File: src/rtl/mac_pkg.sv
// mac_pkg: shared constants for the MAC datapath and its post-accumulation
// stage.
//   IN_W     magnitude width of the sign-magnitude MAC result
//   OUT_W    width of the two's-complement activation
//   NEG_SIGN value of the MAC sign bit that marks a negative result
//   SHAMT_W  width of the programmable right-shift amount
//   SAT_W    width of the saturation event counter
//   ACT_MAX  largest positive activation (saturation value for positives)
//   ACT_MIN  most negative activation (saturation value for negatives)
package mac_pkg;

  localparam int IN_W    = 33;
  localparam int OUT_W   = 16;
  localparam int SHAMT_W = 5;
  localparam int SAT_W   = 16;

  localparam logic NEG_SIGN = 1'b1;

  localparam logic [OUT_W-1:0] ACT_MAX = 16'h7FFF;
  localparam logic [OUT_W-1:0] ACT_MIN = 16'h8000;

endpackage

File: src/rtl/mac_act_stage_if.sv
// mac_act_stage_if: input and output handshakes of the activation stage.
//   in_valid/in_ready    MAC result transfer (in_mag, in_sign, relu_en, shamt
//                        travel with it)
//   out_valid/out_ready  activation transfer from the FIFO head (out_data)
// Modports:
//   master  the surrounding logic (MAC side producer, next-layer consumer)
//   slave   the activation stage itself
interface mac_act_stage_if
  import mac_pkg::*;
#(
  parameter int IN_W  = mac_pkg::IN_W,
  parameter int OUT_W = mac_pkg::OUT_W
);

  logic               in_valid;
  logic               in_ready;
  logic [IN_W-1:0]    in_mag;
  logic               in_sign;
  logic               relu_en;
  logic [SHAMT_W-1:0] shamt;

  logic               out_valid;
  logic               out_ready;
  logic [OUT_W-1:0]   out_data;

  modport master (
    output in_valid, in_mag, in_sign, relu_en, shamt, out_ready,
    input  in_ready, out_valid, out_data
  );

  modport slave (
    input  in_valid, in_mag, in_sign, relu_en, shamt, out_ready,
    output in_ready, out_valid, out_data
  );

endinterface

File: src/rtl/act_fifo.sv
// act_fifo: synchronous circular-buffer FIFO with an occupancy count.
//   clk, rst_n  clock and synchronous active-low reset
//   push, wdata write request and data
//   pop         read request (ignored while empty)
//   rdata       head entry, 0 while empty
//   valid       FIFO holds at least one entry
//   count       number of stored entries, 0..DEPTH
// Pointers are log2(DEPTH) bits and wrap on their own; DEPTH must be a power
// of two. A push and pop in the same cycle is accepted even when full.
module act_fifo #(
  parameter int DEPTH = 4,
  parameter int W     = 16
) (
  input  logic                     clk,
  input  logic                     rst_n,
  input  logic                     push,
  input  logic [W-1:0]             wdata,
  input  logic                     pop,
  output logic [W-1:0]             rdata,
  output logic                     valid,
  output logic [$clog2(DEPTH):0]   count
);

  localparam int AW = $clog2(DEPTH);
  localparam logic [AW:0] FULL_CNT = (AW+1)'(DEPTH);

  logic [W-1:0]  mem [DEPTH];
  logic [AW-1:0] rptr;
  logic [AW-1:0] wptr;
  logic [AW:0]   cnt;
  logic          do_push;
  logic          do_pop;

  // A pop only happens when there is something to read; a push into a full
  // buffer is fine as long as the head leaves in the same cycle.
  always_comb begin
    do_pop  = pop && (cnt != '0);
    do_push = push && ((cnt != FULL_CNT) || do_pop);
  end

  // Storage array is not reset: the count alone decides what is visible.
  always_ff @(posedge clk) begin
    if (do_push) begin
      mem[wptr] <= wdata;
    end
  end

  // Pointer and occupancy bookkeeping.
  always_ff @(posedge clk) begin
    if (!rst_n) begin
      rptr <= '0;
      wptr <= '0;
      cnt  <= '0;
    end else begin
      if (do_push) begin
        wptr <= wptr + 1'b1;
      end
      if (do_pop) begin
        rptr <= rptr + 1'b1;
      end
      case ({do_push, do_pop})
        2'b10:   cnt <= cnt + 1'b1;
        2'b01:   cnt <= cnt - 1'b1;
        default: cnt <= cnt;
      endcase
    end
  end

  // Head is masked to zero while empty so stale entries never show.
  always_comb begin
    valid = (cnt != '0);
    rdata = valid ? mem[rptr] : '0;
    count = cnt;
  end

endmodule

File: src/rtl/mac_act_stage.sv
// mac_act_stage: post-accumulation stage behind the MAC.
// Takes the sign-magnitude MAC result, applies optional ReLU, a rounding
// (half away from zero) right shift and saturation to a signed OUT_W-bit
// activation, then buffers the result in a DEPTH-entry FIFO.
//   clk, rst_n  clock and synchronous active-low reset
//   bus         mac_act_stage_if.slave: input handshake (in_valid/in_ready
//               with in_mag, in_sign, relu_en, shamt) and output handshake
//               (out_valid/out_ready with out_data)
//   sat_count   number of saturated results written, holds at all-ones
module mac_act_stage
  import mac_pkg::*;
#(
  parameter int   IN_W     = mac_pkg::IN_W,
  parameter int   OUT_W    = mac_pkg::OUT_W,
  parameter int   DEPTH    = 4,
  parameter logic NEG_SIGN = mac_pkg::NEG_SIGN
) (
  input  logic             clk,
  input  logic             rst_n,
  mac_act_stage_if.slave   bus,
  output logic [SAT_W-1:0] sat_count
);

  localparam int CW = $clog2(DEPTH) + 1;

  // Rounded magnitudes above these limits cannot be represented.
  localparam logic [IN_W:0] POS_LIM = (IN_W+1)'((1 << (OUT_W-1)) - 1);
  localparam logic [IN_W:0] NEG_LIM = (IN_W+1)'(1 << (OUT_W-1));
  localparam logic [IN_W:0] ONE     = (IN_W+1)'(1);
  localparam logic [CW:0]   OCC_MAX = (CW+1)'(DEPTH);

  logic               accept;
  logic               s1_valid;
  logic [IN_W-1:0]    s1_mag;
  logic               s1_neg;
  logic               s1_relu;
  logic [SHAMT_W-1:0] s1_shamt;

  logic [IN_W:0]      round_add;
  logic [IN_W:0]      sum;
  logic [IN_W:0]      r;
  logic [OUT_W-1:0]   result;
  logic               sat;

  logic [CW-1:0]      fifo_count;
  logic [CW:0]        occupancy;
  logic               pop;

  // Space check counts the result still sitting in stage 1, so anything
  // accepted here is guaranteed a FIFO slot on the following cycle.
  always_comb begin
    occupancy    = {1'b0, fifo_count} + {{CW{1'b0}}, s1_valid};
    bus.in_ready = rst_n && (occupancy < OCC_MAX);
    accept       = bus.in_valid && bus.in_ready;
    pop          = bus.out_ready && bus.out_valid;
  end

  // Stage 1 captures the operand and its per-transfer controls together.
  always_ff @(posedge clk) begin
    if (!rst_n) begin
      s1_valid <= 1'b0;
      s1_mag   <= '0;
      s1_neg   <= 1'b0;
      s1_relu  <= 1'b0;
      s1_shamt <= '0;
    end else begin
      s1_valid <= accept;
      if (accept) begin
        s1_mag   <= bus.in_mag;
        s1_neg   <= (bus.in_sign == NEG_SIGN);
        s1_relu  <= bus.relu_en;
        s1_shamt <= bus.shamt;
      end
    end
  end

  // Round on the magnitude before applying the sign, which gives half away
  // from zero for both signs. The adder is one bit wider than the magnitude
  // so a carry out of the top bit survives the shift.
  always_comb begin
    round_add = '0;
    result    = '0;
    sat       = 1'b0;
    if (s1_shamt != '0) begin
      round_add = ONE << (s1_shamt - 1'b1);
    end
    sum = {1'b0, s1_mag} + round_add;
    r   = sum >> s1_shamt;
    if (s1_neg && s1_relu) begin
      result = '0;
    end else if (!s1_neg) begin
      if (r > POS_LIM) begin
        result = OUT_W'(ACT_MAX);
        sat    = 1'b1;
      end else begin
        result = r[OUT_W-1:0];
      end
    end else begin
      if (r > NEG_LIM) begin
        result = OUT_W'(ACT_MIN);
        sat    = 1'b1;
      end else begin
        result = -r[OUT_W-1:0];
      end
    end
  end

  // Saturation events are counted as they are written into the FIFO.
  always_ff @(posedge clk) begin
    if (!rst_n) begin
      sat_count <= '0;
    end else if (s1_valid && sat && (sat_count != '1)) begin
      sat_count <= sat_count + 1'b1;
    end
  end

  act_fifo #(
    .DEPTH (DEPTH),
    .W     (OUT_W)
  ) u_fifo (
    .clk   (clk),
    .rst_n (rst_n),
    .push  (s1_valid),
    .wdata (result),
    .pop   (pop),
    .rdata (bus.out_data),
    .valid (bus.out_valid),
    .count (fifo_count)
  );

endmodule
File: src/flat_wrapper.sv
// flat-port wrapper written by rule: the top's interface ports become plain ports
module mac_act_stage_flat import mac_pkg::*;
#(
  parameter int   IN_W     = mac_pkg::IN_W,
  parameter int   OUT_W    = mac_pkg::OUT_W,
  parameter int   DEPTH    = 4,
  parameter logic NEG_SIGN = mac_pkg::NEG_SIGN
)
  (clk, rst_n, sat_count, bus_in_valid, bus_in_mag, bus_in_sign, bus_relu_en, bus_shamt, bus_out_ready, bus_in_ready, bus_out_valid, bus_out_data);
  mac_act_stage_if #(.IN_W(IN_W), .OUT_W(OUT_W)) bus_i ();
  input  logic clk;
  input  logic rst_n;
  output logic [SAT_W-1:0] sat_count;
  input wire logic [$bits(bus_i.in_valid)-1:0] bus_in_valid;
  input wire logic [$bits(bus_i.in_mag)-1:0] bus_in_mag;
  input wire logic [$bits(bus_i.in_sign)-1:0] bus_in_sign;
  input wire logic [$bits(bus_i.relu_en)-1:0] bus_relu_en;
  input wire logic [$bits(bus_i.shamt)-1:0] bus_shamt;
  input wire logic [$bits(bus_i.out_ready)-1:0] bus_out_ready;
  output wire logic [$bits(bus_i.in_ready)-1:0] bus_in_ready;
  output wire logic [$bits(bus_i.out_valid)-1:0] bus_out_valid;
  output wire logic [$bits(bus_i.out_data)-1:0] bus_out_data;
  assign bus_i.in_valid = bus_in_valid;
  assign bus_i.in_mag = bus_in_mag;
  assign bus_i.in_sign = bus_in_sign;
  assign bus_i.relu_en = bus_relu_en;
  assign bus_i.shamt = bus_shamt;
  assign bus_i.out_ready = bus_out_ready;
  assign bus_in_ready = bus_i.in_ready;
  assign bus_out_valid = bus_i.out_valid;
  assign bus_out_data = bus_i.out_data;
  mac_act_stage #(.IN_W(IN_W), .OUT_W(OUT_W), .DEPTH(DEPTH), .NEG_SIGN(NEG_SIGN)) u_core (.clk(clk), .rst_n(rst_n), .bus(bus_i), .sat_count(sat_count));
endmodule
File: config.mk
export PLATFORM = sky130hd
export DESIGN_NAME = mac_act_stage_flat
export DESIGN_NICKNAME = d
export VERILOG_FILES = /design/src/rtl/mac_pkg.sv /design/src/rtl/mac_act_stage_if.sv /design/src/rtl/act_fifo.sv /design/src/rtl/mac_act_stage.sv /design/src/flat_wrapper.sv
export SDC_FILE = /design/constraint.sdc
export NUM_CORES = 1
export LEC_CHECK = 0
export ABC_AREA = 1
export BUFFER_PORTS_ARGS = -buffer_cell sky130_fd_sc_hd__buf_2
export CORE_MARGIN = 1.5
export CORE_UTILIZATION = 59
export DETAILED_ROUTE_END_ITERATION = 12
export PLACE_DENSITY = 0.78
export SLEW_MARGIN = 20
export SYNTH_ARGS = -nofsm -noshare
export SYNTH_HDL_FRONTEND = slang
export SYNTH_SLANG_ARGS = --single-unit
export TNS_END_PERCENT = 30
File: constraint.sdc
create_clock -name clk -period 11.4 [get_ports clk]
set_input_delay 0.57 -clock clk [delete_from_list [all_inputs] [get_ports clk]]
set_output_delay 0.57 -clock clk [all_outputs]
set_load 0.02 [all_outputs]
==> impl_metrics.json, run 1 <==
{
  "fin_setup_tns_ns": 0,
  "clockBufferDepth": 2,
  "startpoint_type": "register",
  "worstRegToRegCells": 31,
  "grt_pass1_wl_mm": 56.0,
  "final_area_sq_mm": 0.0121,
  "ys_ff_latch": 130,
  "grt_max_degree": 50,
  "io_buffers": 77,
  "cp-end-kind": "register",
  "cp_num_cells": 31,
  "clockRootBuffer": "clkbuf_16",
  "drive_gt1_frac": 0.122,
  "worst-path-buf-inv": 3,
  "avgRoutedWirePerCell_um": 17.3,
  "clock_latency_ns": 0.42,
  "slew_violations": 0,
  "slew_headroom": 0.304,
  "postPlaceCellArea_sq_mm": 0.0114,
  "dr.pass1.iters": 12,
  "syn-num-nets": 1856,
  "synthXorXnorAreaFrac": 0.0255,
  "post_cts_buffers": 0,
  "hpwlAfterDp_mm": 26.7,
  "cp_data_required_time_ns": 11.55,
  "pwr_density_cell_mw_per_mm2": 168,
  "maxCapViolCount": 0,
  "ir_drop_uv": 148,
  "vias": 11870,
  "area_growth_pct": 9.80,
  "drt_iter0_markers": 1248,
  "min_path_type": "input port to register",
  "p_leak_nw": 5.77,
  "synth_compound_area_frac": 0.0995,
  "endpoint": "u_core.u_fifo.mem[0][7]",
  "syn_area_per_cell_sq_um": 6.20,
  "critical_path.top_delay_family": "simple AND/OR/NAND/NOR gates",
  "path_clk_slew_ns": 0.07,
  "ys_warn_count": 0,
  "drt_wl_total_mm": 35.4,
  "crit_path_top_delay_cell": "a211oi_1",
  "reg2reg_to": "u_core.u_fifo.mem[0][7]",
  "synthArstFlopShare": 0,
  "syn_area_sq_mm": 0.0110,
  "max_freq_ghz": 0.159,
  "rows": 49,
  "status": "finished with violations",
  "grt_overflow_total": 0,
  "reg2reg_from": "u_core.s1_shamt[3]",
  "period_share": 0.552,
  "rsz0062_at_grt": "no",
  "synthAdderAreaFrac": 0.0481,
  "clock_sinks": 130,
  "violations": "DRC",
  "ioPinCount": 78,
  "grt_usage": 0.366,
  "synthMuxAreaShare": 0,
  "worstMarginPinSlew_ns": 1.04,
  "cts_tree": "yes",
  "synth-main-ff-cell": "dfxtp_1",
  "setup_viol": 0,
  "ys_types": 45,
  "r2r_slack_ns": 5.10,
  "final_nets": 1892,
  "criticalPathCategory": "register to register",
  "drc": 2,
  "ant_nets": 0,
  "die_y_um": 139,
  "dieArea_sq_mm": 0.0195,
  "worstPathArrival_ns": 6.45,
  "synthSimpleGateAreaFrac": 0.431,
  "postSynthCellCount": 1771,
  "worstSetupStartpoint": "u_core.s1_shamt[3]",
  "fin_skew_ns": 0.0115,
  "diodes": 0,
  "start_util": 0.608,
  "finalHoldViolCount": 0,
  "critPathMaxFanout": 44,
  "numCtsBuffers": 17,
  "grt_pass1_vias": 10943,
  "core_area_sq_mm": 0.0181,
  "synth-edff-count": 64,
  "slowest_delay_ns": 0.55,
  "die_w_um": 139,
  "avgViaCountPerCell": 5.79,
  "htree_levels": 4,
  "cts-resized-gates": 0,
  "cpMostUsedCell": "nand3_1",
  "postCtsHoldBufs": 0,
  "seq_area_frac_synth": 0.295,
  "antenna_found_initial": 0,
  "gp_congestion": 1.03,
  "fin_crit_ns": 6.30,
  "synth_top_family_by_area": "simple AND/OR/NAND/NOR gates"
}
[synth_stat cells (3+ instances only)]
cell        n  area share
o21ai_2     3      0.0024
nand2_1   539        0.18
clkbuf_1   39       0.013
xnor2_1    15       0.012
a21oi_2    11      0.0088
edfxtp_1   64        0.17
ha_1       39       0.044
xor2_1     17       0.014
nand3b_1    3      0.0020
nor2_2     11      0.0063
nor3_1     11      0.0050
nor2_1    194       0.066
buf_1      14      0.0048
nand4_1    30       0.017
a31oi_1     6      0.0034
nand3_2    10      0.0091
a21oi_1    98       0.045
o21ai_0    63       0.029
nand3_1   239        0.11
nor2_4      3      0.0031
o21ai_1     5      0.0023
o22ai_1     3      0.0017
clkinv_1    7      0.0024
nand2_2    36       0.020
dfxtp_1    66        0.12
inv_1     188       0.064
buf_2      16      0.0073
o211ai_1    3      0.0020
nand2_4     3      0.0031
inv_2      16      0.0055
[cell usage in the layout (no fill, tap or decap), drive strengths merged, types with 10 or more instances in the layout]
cell / count
nand2: 578
nand3: 250
inv: 213
nor2: 208
a21oi: 109
buf: 88
o21ai: 71
dfxtp: 66
edfxtp: 64
ha: 39
nand4: 30
xor2: 17
clkbuf: 17
xnor2: 15
nor3: 12
clkinv: 10
[kinds of logic after synthesis]
logic type	Yosys count
and+or+nand+nor	1085
buffers and inverters	282
AOI/OAI and AO/OA	200
DFF	130
adders and majority gates	41
xor gates and xnor gates	32
other	1
[report_power, final]
group	switching, W	internal [W]
Combinational	0.000614	0.000248
Clock	0.000237	0.000335
Sequential	0.0000415	0.000556
[registers in the layout, indices dropped and copies added, names as in the netlist, named ones only]
signal	flops
u_core.u_fifo.rptr	2
u_core.s1_neg	1
u_core.sat_count	16
u_core.s1_relu	1
u_core.u_fifo.mem	64
u_core.s1_valid	1
u_core.s1_mag	33
u_core.u_fifo.count	3
u_core.u_fifo.wptr	2
u_core.s1_shamt	5
[worst reg2reg max path: cells and delay by family (launching register included)]
family / cells / cell delay [ns]
adders and majority gates: 3 / 1.00
buffers and inverters: 3 / 0.84
DFF: 1 / 0.30
xor gates and xnor gates: 1 / 0.35
AOI/OAI and AO/OA: 2 / 0.90
and+or+nand+nor: 22 / 2.60
[final cells by class]
class | instances | area, sq um
Timing Repair Buffer | 88 | 468
Clock inverter | 15 | 193
Multi-Input combinational cell | 1359 | 6660
Inverter | 211 | 792
Clock buffer | 17 | 425
Tap cell | 229 | 287
Fill cell | 1713 | 6020
Sequential cell | 130 | 3240
[stage by stage]
stage | hold slack (ns) | total power (W) | setup WS, ns | utilization | instances
final | 0.398 | 0.00203 | 5.10 | 0.667 | 2049
after floorplan | 0.436 | 0.00120 | 6.56 | - | 1771
after global routing | 0.389 | 0.00214 | 4.58 | 0.667 | 2049
after global placement | 0.451 | 0.00143 | 5.48 | 0.633 | 2017
after CTS | 0.384 | 0.00202 | 5.27 | 0.667 | 2049
after detailed placement | 0.463 | 0.00144 | 5.35 | 0.633 | 2017
[layer usage]
metal  global-route usage  vias up  part of all wire  wire (um)
met3               0.0626       91             0.085       2990
li1                     -     5813                 -          -
met5                    0        -                 0          0
met1                0.480     5388              0.42      14900
met2                0.605      578              0.46      16400
met4                0.138        0             0.032       1140
[how the worst min path moves through the flow]
stage,slack (ns),depth (start not counted),endpoint,from
global route,0.39,3,u_core.s1_mag[16],bus_in_mag[16]
finish,0.40,3,u_core.s1_mag[17],bus_in_mag[17]
detailed placement,0.46,2,register,u_core.u_fifo.rptr[1]
floorplan,0.44,2,register,u_core.u_fifo.rptr[1]
global placement,0.45,2,register,u_core.u_fifo.rptr[1]
CTS,0.38,3,u_core.s1_mag[10],bus_in_mag[10]
(Power assumes the default switching activity.)
==> run 2: changes to the inputs <==
--- a/config.mk
+++ b/config.mk
@@ -8,7 +8,7 @@
 export ABC_AREA = 1
 export BUFFER_PORTS_ARGS = -buffer_cell sky130_fd_sc_hd__buf_2
 export CORE_MARGIN = 1.5
-export CORE_UTILIZATION = 59
+export CORE_UTILIZATION = 56
 export DETAILED_ROUTE_END_ITERATION = 12
 export PLACE_DENSITY = 0.78
 export SLEW_MARGIN = 20
==> constraint.sdc (replaced) <==
create_clock -name clk -period 5.5 [get_ports clk]
set_input_delay 0.275 -clock clk [delete_from_list [all_inputs] [get_ports clk]]
set_output_delay 0.275 -clock clk [all_outputs]
set_load 0.02 [all_outputs]
==> run 2 against run 1 <==
  * The run now ends clean
  * Sequential share of layout area is 0.52 points lower
  * Clock skew is 0.00087 ns higher
  * Sequential power is 100% higher
  * Final cell count is 2.8% higher
  * Cell area is 1.9% higher
  * Worst setup slack worse by 4.8 ns
  * First-iteration DRC count is 2.8% lower
  * Critical path type unchanged
  * Largest cell class unchanged
  * Largest power group unchanged
  * Highest routed layer unchanged
==> impl_metrics.json, run 2 (synthesis results as in run 1) <==
{
  "path_clk_slew_ns": 0.06,
  "dr.pass1.iters": 6,
  "cts_tree": "yes",
  "clockBufferDepth": 2,
  "slowest_delay_ns": 0.39,
  "grt_overflow_total": 0,
  "reg2reg_to": "u_core.u_fifo.mem[3][3]",
  "ir_drop_uv": 267,
  "avgRoutedWirePerCell_um": 16.7,
  "drt_wl_total_mm": 35.2,
  "ant_nets": 0,
  "io_buffers": 77,
  "largest_register": "u_core.u_fifo.mem",
  "reg.largest.list": "u_core.u_fifo.mem x64, u_core.s1_mag x33, u_core.sat_count x16",
  "ioPinCount": 78,
  "whs_path_depth": 3,
  "worst_hold_path.endpoint": "u_core.s1_mag[13]",
  "period_share": 0.936,
  "rows": 51,
  "area_growth_pct": 11.9,
  "grt_max_degree": 50,
  "p_leak_nw": 5.87,
  "worstSetupStartpoint": "u_core.s1_shamt[0]",
  "maxCapViolCount": 0,
  "grt_pass1_wl_mm": 54.8,
  "crit_path_top_delay_cell": "a31oi_1",
  "criticalPathCategory": "register to register",
  "post_cts_buffers": 0,
  "slew_violations": 0,
  "final_common_cell": "nand2_1",
  "worstRegToRegCells": 31,
  "htree_levels": 4,
  "dieArea_sq_mm": 0.0205,
  "clock_latency_ns": 0.42,
  "drc": 0,
  "diodes": 0,
  "cpMostUsedCell": "nand2_1",
  "drive_gt1_frac": 0.138,
  "final_nets": 1913,
  "cp_data_required_time_ns": 5.67,
  "avgViaCountPerCell": 5.64,
  "max_freq_ghz": 0.194,
  "start_util": 0.568,
  "cp-end-kind": "register",
  "largest_reg_flops": 64,
  "status": "completed",
  "setup_viol": 0,
  "worstMarginPinSlew_ns": 0.950,
  "fill_cells": 1862,
  "grt_usage": 0.347,
  "startpoint_type": "register",
  "worstPathArrival_ns": 5.32,
  "fin_crit_ns": 5.15,
  "gp_congestion": 1.05,
  "clockRootBuffer": "clkbuf_16",
  "die_y_um": 143,
  "worstHoldStart": "bus_in_mag[13]",
  "die_w_um": 143,
  "drt_iter0_markers": 1213,
  "clock_sinks": 130,
  "reg2reg_from": "u_core.s1_shamt[0]",
  "rsz0062_at_grt": "yes",
  "min_path_type": "input port to register",
  "slew_headroom": 0.366,
  "fin_skew_ns": 0.0124,
  "finalHoldViolCount": 0,
  "pwr_density_cell_mw_per_mm2": 341,
  "vias": 11878,
  "hpwlAfterDp_mm": 27.1,
  "final_core_util": 0.636,
  "numCtsBuffers": 17,
  "fin_setup_tns_ns": 0,
  "final_cell_mix": "nand2_1 (538), nand3_1 (239), inv_1 (188)",
  "r2r_slack_ns": 0.35,
  "critPathMaxFanout": 6,
  "antenna_found_initial": 0,
  "grt_pass1_vias": 10603,
  "core_area_sq_mm": 0.0193
}
==> run 2: cell types whose count changed in the layout (fill, tap and decap cells not counted), sizes merged <==
cell | before | now
bufinv | 2 | 1
clkinv | 10 | 11
buf | 88 | 109
inv | 213 | 212
clkinvlp | 1 | 2
==> run 2: power breakdown <==
group	switching [W]	total [W]	internal, W
Clock	0.000483	0.00113	0.000645
Sequential	0.0000635	0.00121	0.00115
Combinational	0.00130	0.00186	0.000559
==> run 2: stage by stage <==
stage,hold WS [ns],area [sq um],instances,power [W],worst slack [ns]
6_report,0.0954,12300,2106,0.00420,0.350
5_1_grt,0.105,12300,2106,0.00444,-0.0336
4_1_cts,0.0827,12200,2106,0.00415,0.375
3_5_place_dp,0.461,11600,2074,0.00302,0.434
3_3_place_gp,0.454,11600,2074,0.00300,0.551
2_1_floorplan,0.419,11000,1771,0.00249,0.659
==> run 2: what timing repair did <==
item	in CTS	in global routing
gates resized for setup	0	17
endpoints found under the hold margin	0	0
setup endpoints to repair	0	80
hold buffers	0	0
==> run 2: worst max-delay path: cells and delay by family (launching register included) <==
family / cells / cell delay (ns)
buffers and inverters: 4 / 0.43
AOI/OAI and AO/OA: 3 / 0.80
adders and majority gates: 2 / 0.57
xor gates and xnor gates: 1 / 0.37
and+or+nand+nor: 21 / 2.38
DFF: 1 / 0.32
==> run 2: final cells by class <==
cell class                 instances  area (sq um)  share of cell area
inverter                         211           792              0.0644
clock buffer                      17           425              0.0346
clock inverter                    15           168              0.0136
timing repair buffer             109           626              0.0509
multi-input combinational       1359          6710               0.546
sequential                       130          3240               0.264
tap                              265           332              0.0270
==> run 2: how the worst max path moves through the flow <==
stage / to / cells after the start
2_1_floorplan: u_core.u_fifo.mem[0][4] / 31
3_3_place_gp: u_core.u_fifo.mem[1][6] / 33
3_5_place_dp: u_core.u_fifo.mem[1][4] / 33
4_1_cts: u_core.u_fifo.mem[2][4] / 33
5_1_grt: u_core.u_fifo.mem[3][10] / 35
6_report: u_core.u_fifo.mem[3][3] / 31
==> run 2: layer usage <==
layer	GRT usage	vias up	wire length, um
li1	-	5845	-
met1	0.456	5397	14900
met2	0.577	557	16400
met3	0.0520	79	2790
met4	0.126	0	1130
met5	0	-	0
